[config.mk]
export PLATFORM = sky130hd
export DESIGN_NAME = fifo_wr_arb2
export DESIGN_NICKNAME = d
export VERILOG_FILES = /design/src/rtl/fifo_arb_pkg.sv /design/src/rtl/fifo_arb_stat_cnt.sv /design/src/rtl/fifo_wr_arb2.sv
export SDC_FILE = /design/constraint.sdc
export NUM_CORES = 1
export LEC_CHECK = 0
export BUFFER_PORTS_ARGS = -buffer_cell sky130_fd_sc_hd__clkbuf_2
export CAP_MARGIN = 20
export CORE_ASPECT_RATIO = 1.75
export CORE_MARGIN = 2
export CORE_UTILIZATION = 44
export DETAILED_ROUTE_END_ITERATION = 10
export GPL_TIMING_DRIVEN = 0
export PLACE_DENSITY = 0.8
export SYNTH_ARGS = -nofsm -noshare
export SYNTH_HDL_FRONTEND = slang
export SYNTH_SLANG_ARGS = --single-unit
[constraint.sdc]
create_clock -name clock0 -period 2.5 [get_ports clock0]
set_clock_uncertainty 0.15 [all_clocks]
set_input_delay 0.375 -clock clock0 [delete_from_list [all_inputs] [get_ports clock0]]
set_output_delay 0.375 -clock clock0 [all_outputs]
set_load 0.01 [all_outputs]
[src/rtl/fifo_arb_pkg.sv]
// Shared types and constants for the two-requester FIFO write arbiter.
package fifo_arb_pkg;

  localparam int DATA_W_DEF = 36;
  localparam int CNT_W      = 16;

  typedef enum logic [1:0] {
    IDLE  = 2'd0,
    GNT0  = 2'd1,
    GNT1  = 2'd2,
    FLUSH = 2'd3
  } arb_state_e;

  function automatic logic [CNT_W-1:0] sat_inc(input logic [CNT_W-1:0] v);
    return (v == '1) ? v : v + 1'b1;
  endfunction

endpackage

[src/rtl/fifo_arb_stat_cnt.sv]
// One saturating accepted-beat counter; clear wins over increment.
module fifo_arb_stat_cnt
  import fifo_arb_pkg::*;
(
  input  logic             clock0,
  input  logic             reset,
  input  logic             clear_i,
  input  logic             inc_i,
  output logic [CNT_W-1:0] count_o
);

  logic [CNT_W-1:0] count_q, count_d;

  always_comb begin
    count_d = count_q;
    if (clear_i)
      count_d = '0;
    else if (inc_i)
      count_d = sat_inc(count_q);
  end

  always_ff @(posedge clock0 or posedge reset) begin
    if (reset)
      count_q <= '0;
    else
      count_q <= count_d;
  end

  assign count_o = count_q;

endmodule

[src/rtl/fifo_wr_arb2.sv]
// Two-requester FIFO write arbiter with bounded bursts and pointer flush.
// Per-requester beat statistics are built only when FIFO_ARB_STATS_EN is defined.
module fifo_wr_arb2
  import fifo_arb_pkg::*;
#(
  parameter int DATA_W    = DATA_W_DEF,
  parameter int BURST_MAX = 4,
  parameter int FLUSH_CYC = 2
) (
  input  logic              clock0,
  input  logic              reset,
  input  logic              req0_valid,
  input  logic [DATA_W-1:0] req0_data,
  output logic              req0_ready,
  input  logic              req1_valid,
  input  logic [DATA_W-1:0] req1_data,
  output logic              req1_ready,
  input  logic              flush_req,
  output logic              flush_busy,
  output logic              fifo_we,
  output logic [DATA_W-1:0] fifo_din,
  output logic              fifo_rst_ptr,
  input  logic              fifo_full,
  input  logic              fifo_fmo,
  output logic              grant_id,
  output logic [CNT_W-1:0]  beats0,
  output logic [CNT_W-1:0]  beats1
);

  localparam int BCNT_W = $clog2(BURST_MAX + 1);
  localparam int FCNT_W = (FLUSH_CYC > 1) ? $clog2(FLUSH_CYC) : 1;

  arb_state_e        state_q;
  logic              grant_q;
  logic [BCNT_W-1:0] burstCnt_q;
  logic [FCNT_W-1:0] flushCnt_q;
  logic              we_q;
  logic [DATA_W-1:0] din_q;
  logic              rstPtr_q;
  logic              busy_q;

  logic              spaceOk;
  logic              acc0, acc1, accept;
  logic [BCNT_W-1:0] burstInc, burstAfter;
  logic              limitHit;

  // A write already on the bus with one slot left will fill the FIFO, so hold off.
  assign spaceOk    = ~fifo_full & ~(we_q & fifo_fmo);
  assign req0_ready = (state_q == GNT0) & spaceOk & ~flush_req;
  assign req1_ready = (state_q == GNT1) & spaceOk & ~flush_req;

  assign acc0   = req0_valid & req0_ready;
  assign acc1   = req1_valid & req1_ready;
  assign accept = acc0 | acc1;

  assign burstInc   = (burstCnt_q >= BCNT_W'(BURST_MAX)) ? burstCnt_q : burstCnt_q + 1'b1;
  assign burstAfter = accept ? burstInc : burstCnt_q;
  assign limitHit   = (burstAfter >= BCNT_W'(BURST_MAX));

  always_ff @(posedge clock0 or posedge reset) begin
    if (reset) begin
      state_q    <= IDLE;
      grant_q    <= 1'b1;
      burstCnt_q <= '0;
      flushCnt_q <= '0;
      we_q       <= 1'b0;
      din_q      <= '0;
      rstPtr_q   <= 1'b1;
      busy_q     <= 1'b0;
    end else begin
      we_q     <= accept;
      rstPtr_q <= 1'b0;
      busy_q   <= 1'b0;
      if (accept)
        din_q <= acc0 ? req0_data : req1_data;

      if (state_q == FLUSH) begin
        if (flushCnt_q == '0) begin
          state_q <= IDLE;
        end else begin
          flushCnt_q <= flushCnt_q - 1'b1;
          rstPtr_q   <= 1'b1;
          busy_q     <= 1'b1;
        end
      end else if (flush_req) begin
        state_q    <= FLUSH;
        flushCnt_q <= FCNT_W'(FLUSH_CYC - 1);
        rstPtr_q   <= 1'b1;
        busy_q     <= 1'b1;
      end else begin
        case (state_q)
          IDLE: begin
            // On a tie the requester not granted last time wins.
            if (req0_valid && (!req1_valid || grant_q)) begin
              state_q    <= GNT0;
              grant_q    <= 1'b0;
              burstCnt_q <= '0;
            end else if (req1_valid) begin
              state_q    <= GNT1;
              grant_q    <= 1'b1;
              burstCnt_q <= '0;
            end
          end
          GNT0: begin
            if (req1_valid && (limitHit || !req0_valid)) begin
              state_q    <= GNT1;
              grant_q    <= 1'b1;
              burstCnt_q <= '0;
            end else if (!req0_valid) begin
              state_q <= IDLE;
            end else begin
              burstCnt_q <= burstAfter;
            end
          end
          GNT1: begin
            if (req0_valid && (limitHit || !req1_valid)) begin
              state_q    <= GNT0;
              grant_q    <= 1'b0;
              burstCnt_q <= '0;
            end else if (!req1_valid) begin
              state_q <= IDLE;
            end else begin
              burstCnt_q <= burstAfter;
            end
          end
          default: state_q <= IDLE;
        endcase
      end
    end
  end

  assign fifo_we      = we_q;
  assign fifo_din     = din_q;
  assign fifo_rst_ptr = rstPtr_q;
  assign flush_busy   = busy_q;
  assign grant_id     = grant_q;

`ifdef FIFO_ARB_STATS_EN
  logic statClear;
  assign statClear = (state_q == FLUSH) | flush_req;

  fifo_arb_stat_cnt u_cnt0 (
    .clock0  (clock0),
    .reset   (reset),
    .clear_i (statClear),
    .inc_i   (acc0),
    .count_o (beats0)
  );

  fifo_arb_stat_cnt u_cnt1 (
    .clock0  (clock0),
    .reset   (reset),
    .clear_i (statClear),
    .inc_i   (acc1),
    .count_o (beats1)
  );
`else
  assign beats0 = '0;
  assign beats1 = '0;
`endif

endmodule
* Word level (Yosys, flattened, before mapping)
Index checks and enable logic that the tools add are counted.
** Storage, ports and cells
- Memory bits (read-only) :: 0
- Register bits after elaboration :: 46
- Bits in writable memories :: 0
- Output and inout bits :: 74
- Memories :: 0
- Word-level logic and storage cells :: 82
- Input bits :: 79
- Latch bits :: 0
** Cells by class
- Shift-type cells :: 0
- Equal/unequal tests :: 12
- Add/sub/neg operators :: 2
- Bitwise logic cells :: 13
- Multiply operators :: 0
- Div/mod/pow operators :: 0
- $lt $le $gt $ge :: 2
- Reduce and logical (&&, ||, !) cells :: 14
- Muxes and demuxes :: 31
** Operators by type and width (count)
- $mux W36 :: 1
- $mux W3 :: 8
- $mux W2 :: 9
- $reduce_and A6 Y1 :: 2
- $mux W1 :: 10
- $ne A5 B3 Y1 const B :: 2
- $pmux W3 S3 :: 1
- $and A1 B1 Y1 :: 8
- $ge A3 B3 Y1 const B :: 2
- $ne A3 B2 Y1 const B :: 2
- $pmux W2 S3 :: 1
- $ne A5 B5 Y1 const B :: 1
- $eq A2 B2 Y1 const B :: 2
- $ne A2 B1 Y1 const B :: 2
- $not A1 Y1 :: 4
- $reduce_and A4 Y1 :: 1
- $add A3 B1 Y3 const B :: 1
- $logic_and A1 B1 Y1 :: 3
- $logic_or A1 B1 Y1 :: 3
- $ne A3 B3 Y1 const B :: 1
- $pmux W1 S3 :: 1
- $reduce_bool A3 Y1 :: 1
- $eq A2 B1 Y1 const B :: 1
- $logic_not A1 Y1 :: 2
- other kinds (5) :: 5

* Longest topological paths before layout
- Word-level depth :: 15
- Mapped depth :: 7
- Depth with buffers taken out :: 6

* Worst setup path after synthesis
No wires, ideal clock.
- Path type :: register to register
- From :: register state_q[0]
- To :: register burstCnt_q[1]
- Clock period less this slack :: 2.142 ns
- Arrival time :: 1.850 ns
- Stages on the path, launching flop included :: 8
- Path buffers :: 1
- Setup time :: 0.142 ns
- Path slack :: 0.358 ns
- Path through :: dfrtp_1 > inv_1 > ha_1 > and4bb_1 > or4_1 > buf_2 > o2111ai_1 > o221ai_1
** Between the ends
- Word-level cells in the longest chain between the ends :: 11
** Ends and longest elaborated chain
- start: declaration :: line fifo_wr_arb2.sv:33 : arb_state_e state_q;
- start signal: assignment :: line fifo_wr_arb2.sv:62 : state_q <= IDLE;
- start signal: assignment :: line fifo_wr_arb2.sv:79 : state_q <= IDLE;
- start signal: assignment :: line fifo_wr_arb2.sv:86 : state_q <= FLUSH;
- $eq A2 B1 Y1 or $eq A2 B2 Y1 (tied branches) :: line fifo_wr_arb2.sv:49, fifo_wr_arb2.sv:91, fifo_wr_arb2.sv:50
- $and A1 B1 Y1 (on tied branches) (2 in a row) :: line fifo_wr_arb2.sv:49, fifo_wr_arb2.sv:50
- $and A1 B1 Y1 (on tied branches) :: line fifo_wr_arb2.sv:52, fifo_wr_arb2.sv:53
- $or A1 B1 Y1 :: line fifo_wr_arb2.sv:54 : assign accept = acc0 | acc1;
- $mux W3 :: line fifo_wr_arb2.sv:57 : assign burstAfter = accept ? burstInc : burstCnt_q;
- $ge A3 B3 Y1 :: line fifo_wr_arb2.sv:58 : assign limitHit = (burstAfter >= BCNT_W'(BURST_MAX));
- $logic_or A1 B1 Y1 (on tied branches) :: line fifo_wr_arb2.sv:116, fifo_wr_arb2.sv:105
- $logic_and A1 B1 Y1 (on tied branches) :: line fifo_wr_arb2.sv:116, fifo_wr_arb2.sv:105
- $ne A3 B2 Y1 (no source line), or another cell as far along
- $reduce_and A6 Y1 (no source line) or $pmux W3 S3 (tied branches)
- end signal: assignment :: line fifo_wr_arb2.sv:112 : burstCnt_q <= burstAfter;
- end signal: assignment :: line fifo_wr_arb2.sv:123 : burstCnt_q <= burstAfter;
- end: declaration :: line fifo_wr_arb2.sv:35 : logic [BCNT_W-1:0] burstCnt_q;
Parallel ways exist; a longest one is shown, timed or not. The select of a mux whose other input is x is not followed.
A chain may end at the register's enable or synchronous reset.

* Worst setup path in the final report
- From :: register state_q[0]
- To :: register grant_q, in the netlist grant_id
** Between the ends
- Word-level cells in the longest chain between the ends :: 11
** Ends and longest elaborated chain
- $eq A2 B1 Y1 or $eq A2 B2 Y1 (tied branches) :: line fifo_wr_arb2.sv:49, fifo_wr_arb2.sv:91, fifo_wr_arb2.sv:50
- $and A1 B1 Y1 (on tied branches) (2 in a row) :: line fifo_wr_arb2.sv:49, fifo_wr_arb2.sv:50
- $and A1 B1 Y1 (on tied branches) :: line fifo_wr_arb2.sv:52, fifo_wr_arb2.sv:53
- $or A1 B1 Y1 :: line fifo_wr_arb2.sv:54
- $mux W3 :: line fifo_wr_arb2.sv:57
- $ge A3 B3 Y1 :: line fifo_wr_arb2.sv:58
- $logic_or A1 B1 Y1 (on tied branches) :: line fifo_wr_arb2.sv:116, fifo_wr_arb2.sv:105
- $logic_and A1 B1 Y1 (on tied branches) :: line fifo_wr_arb2.sv:116, fifo_wr_arb2.sv:105
- $ne A2 B1 Y1 (no source line)
- $reduce_and A6 Y1 (no source line)
- end signal: assignment :: line fifo_wr_arb2.sv:100 : grant_q <= 1'b1;
- end signal: assignment :: line fifo_wr_arb2.sv:107 : grant_q <= 1'b1;
- end signal: assignment :: line fifo_wr_arb2.sv:118 : grant_q <= 1'b0;
- end: declaration :: line fifo_wr_arb2.sv:34 : logic grant_q;
Parallel ways exist; a longest one is shown, timed or not.

==> metrics.yaml <==
worst-setup-path-type: "reg2reg"
antenna_cells: 0
yosysMostFrequentCell: "dfrtp_1"
async_flop_share: 1.00
max_slew_margin: 0.636
antenna_found_initial: 0
nets: 522
drt_first_pass_iters: 4
outcome: "finished, final reports clean"
boundaryPins: 153
setup_tns_ns: 0
synth_area_um2: 2680
clock_latency_ns: 0.29
ir_worst_vdd_v: 0.000433
synth_edf_count: 0
seqPwrFrac: 0.398
drtIter0Drc: 91
rr_worst_depth: 6
hold_path_depth: 3
netSwitchingPower_mw: 1.28
clock-sinks: 46
use_met2: 0.384
grt.met3_usage: 0.0367
yosys-top-cells-area: "dfrtp_1 41%, mux2i_1 14%, buf_4 10%, a21oi_1 7.7%, nor2_1 5.9%"
setup_viol: 0
cts_buffers: 5
worstSetupEndpointType: "register"
cts_tree: "yes"
met1_usage: 0.209
cts-root-buf: "clkbuf_8"
cts.path.max_buffers: 2
final_area_um2: 3620
swShare: 0.384
grt-ovfl-total: 0
synth.ff_latch_count: 46
pre_cts_ws_ns: 0.152
area_growth_pct: 35.1
syn_inst: 278
yosys_most_used_dff: "dfrtp_1"
drtAntennaViolNets: 0
drv_slew: 0
hold_viol: 0
drive_gt1_frac: 0.402
ys_warn_count: 0
p_clk_frac: 0.140
ys_types: 40
crit_fanout: 8
die_w_um: 63.0
rsz0062_at_grt: "no"
cts_htree_levels: 2
drcViolationCount: 0
place_area_um2: 3510
cp_data_arrival_time_ns: 2.40
grt_start_max_net_pins: 35
die_area_um2: 6750
fin_crit_ns: 2.37
grt_pass1_wl_um: 10700
hp-class: "in2reg"
row_count: 37
clk_pin_slew_worst_paths_ns: 0.09
grt_pass1_vias: 2389
clock.fmax_mhz: 421
pwr-share-comb: 0.462
layout_setup_ws_ns: 0.126
wirelength_um: 6690
vias_per_cell: 4.71
crit_path_start_kind: "register"
tightest_slew_ns: 0.541
dr_total_vias: 2431
hold_ws_ns: 0.168
routedWlPerCell_um: 13.0
top_usage_layer: "met2"
synth_top_area_share: 0.411
powerDensity_nw_per_um2: 924
synth_top_area_cell: "dfrtp_1"
worst-r2r-setup-slack_ns: 0.13
dp_hpwl_um: 5470
ys_seq_area_frac: 0.431
die_y_um: 107
core_area_um2: 5880
gp_congestion: 0.887
grt.total_usage: 0.197
start_util: 0.456
avgSynthCellArea_um2: 9.64
p_leak_nw: 1.83
intPower_mw: 2.06
crit_required_ns: 2.52
maxCapViolCount: 0
ys_top_cells_by_count: "44 x dfrtp_1, 42 x nor2_1, 41 x a21oi_1, 37 x mux2i_1, 36 x buf_4"
finalCritPeriodShare: 0.949
io_buffers: 119
cell type report:
type	count	area (um^2)
Buffer	49	332
Clock buffer	6	82.6
Clock inverter	2	12.5
Fill cell	529	2260
Inverter	9	33.8
Multi-Input combinational cell	205	1280
Sequential cell	46	1150
Tap cell	78	97.6
Timing Repair Buffer	121	626
flip-flops by register name, summed over array words and instances (netlist names):
| register | cells |
|---|---|
| flush_busy | 1 |
| grant_id | 1 |
| flushCnt_q | 1 |
| burstCnt_q | 3 |
| fifo_rst_ptr | 1 |
| fifo_we | 1 |
| state_q | 2 |
| fifo_din | 36 |
layout by cell type (no fill, tap or decap), types with 6 or more instances in the layout:
master | netlist | final
mux2i_1 | 37 | 37
buf_4 | 36 | 36
dfrtp_1 | 44 | 44
a21oi_1 | 41 | 41
clkbuf_2 | 0 | 119
clkbuf_1 | 8 | 8
ha_1 | 6 | 6
clkbuf_8 | 0 | 6
conb_1 | 1 | 32
nor2_1 | 42 | 42
inv_1 | 9 | 8
routing by layer:
layer,routed length (um),part of all wire,up-vias
met5,0,0,-
met4,93,0.014,0
met3,395,0.059,10
met2,3820,0.57,94
met1,2380,0.36,1111
li1,-,-,1216
power by group through the flow:
stage               Sequential, mW  Combinational [mW]  Clock (mW)
floorplan                     1.47               0.821           0
global placement              1.32                1.51           0
detailed placement            1.35                1.55           0
CTS                           1.34                1.55       0.487
global route                  1.38                1.72       0.506
finish                        1.33                1.55       0.467
cells by family (layout without fill, tap and decap cells):
| kind of cell | count (synthesis) | count (layout) | synth area share |
|---|---|---|---|
| flops | 46 | 46 | 0.431 |
| other cells | 1 | 32 | 0.00140 |
| fa+ha+maj | 6 | 6 | 0.0280 |
| simple gates | 63 | 63 | 0.110 |
| compound gates | 66 | 66 | 0.151 |
| mux | 38 | 38 | 0.142 |
| buf+inv | 58 | 187 | 0.136 |
critical path, stage by stage (launching register included):
cell,delay [ns]
dfrtp_1,0.39
inv_1,0.09
ha_1,0.30
and4bb_1,0.22
or4_1,0.50
buf_2,0.16
o41ai_1,0.44
through the flow:
step	instances	total power [mW]	utilization
detailed placement	507	2.90	0.597
global placement	506	2.83	0.593
global route	516	3.61	0.615
finish	516	3.34	0.615
floorplan	309	2.30	-
CTS	516	3.38	0.615
timing repair:
item	in CTS	in global routing
hold buffers	1	0
endpoints found under the setup margin	0	1
hold endpoints to repair	10	0
resized for setup	0	1
setup buffers	0	0
worst paths after layout:
check | end | start
worst max-delay path | grant_id$_DFFE_PP1P_ | state_q[0]$_DFFE_PP0P_
worst min-delay path | fifo_din[27]$_DFFE_PP0N_ | req0_data[27]
worst max register to register | grant_id$_DFFE_PP1P_ | state_q[0]$_DFFE_PP0P_
worst min register to register | flushCnt_q$_DFFE_PP0P_ | flushCnt_q$_DFFE_PP0P_
max in group asynchronous | fifo_din[34]$_DFFE_PP0N_ | reset
min in group asynchronous | burstCnt_q[1]$_DFFE_PP0P_ | reset
Note: power is estimated with default switching activity, not from simulation.
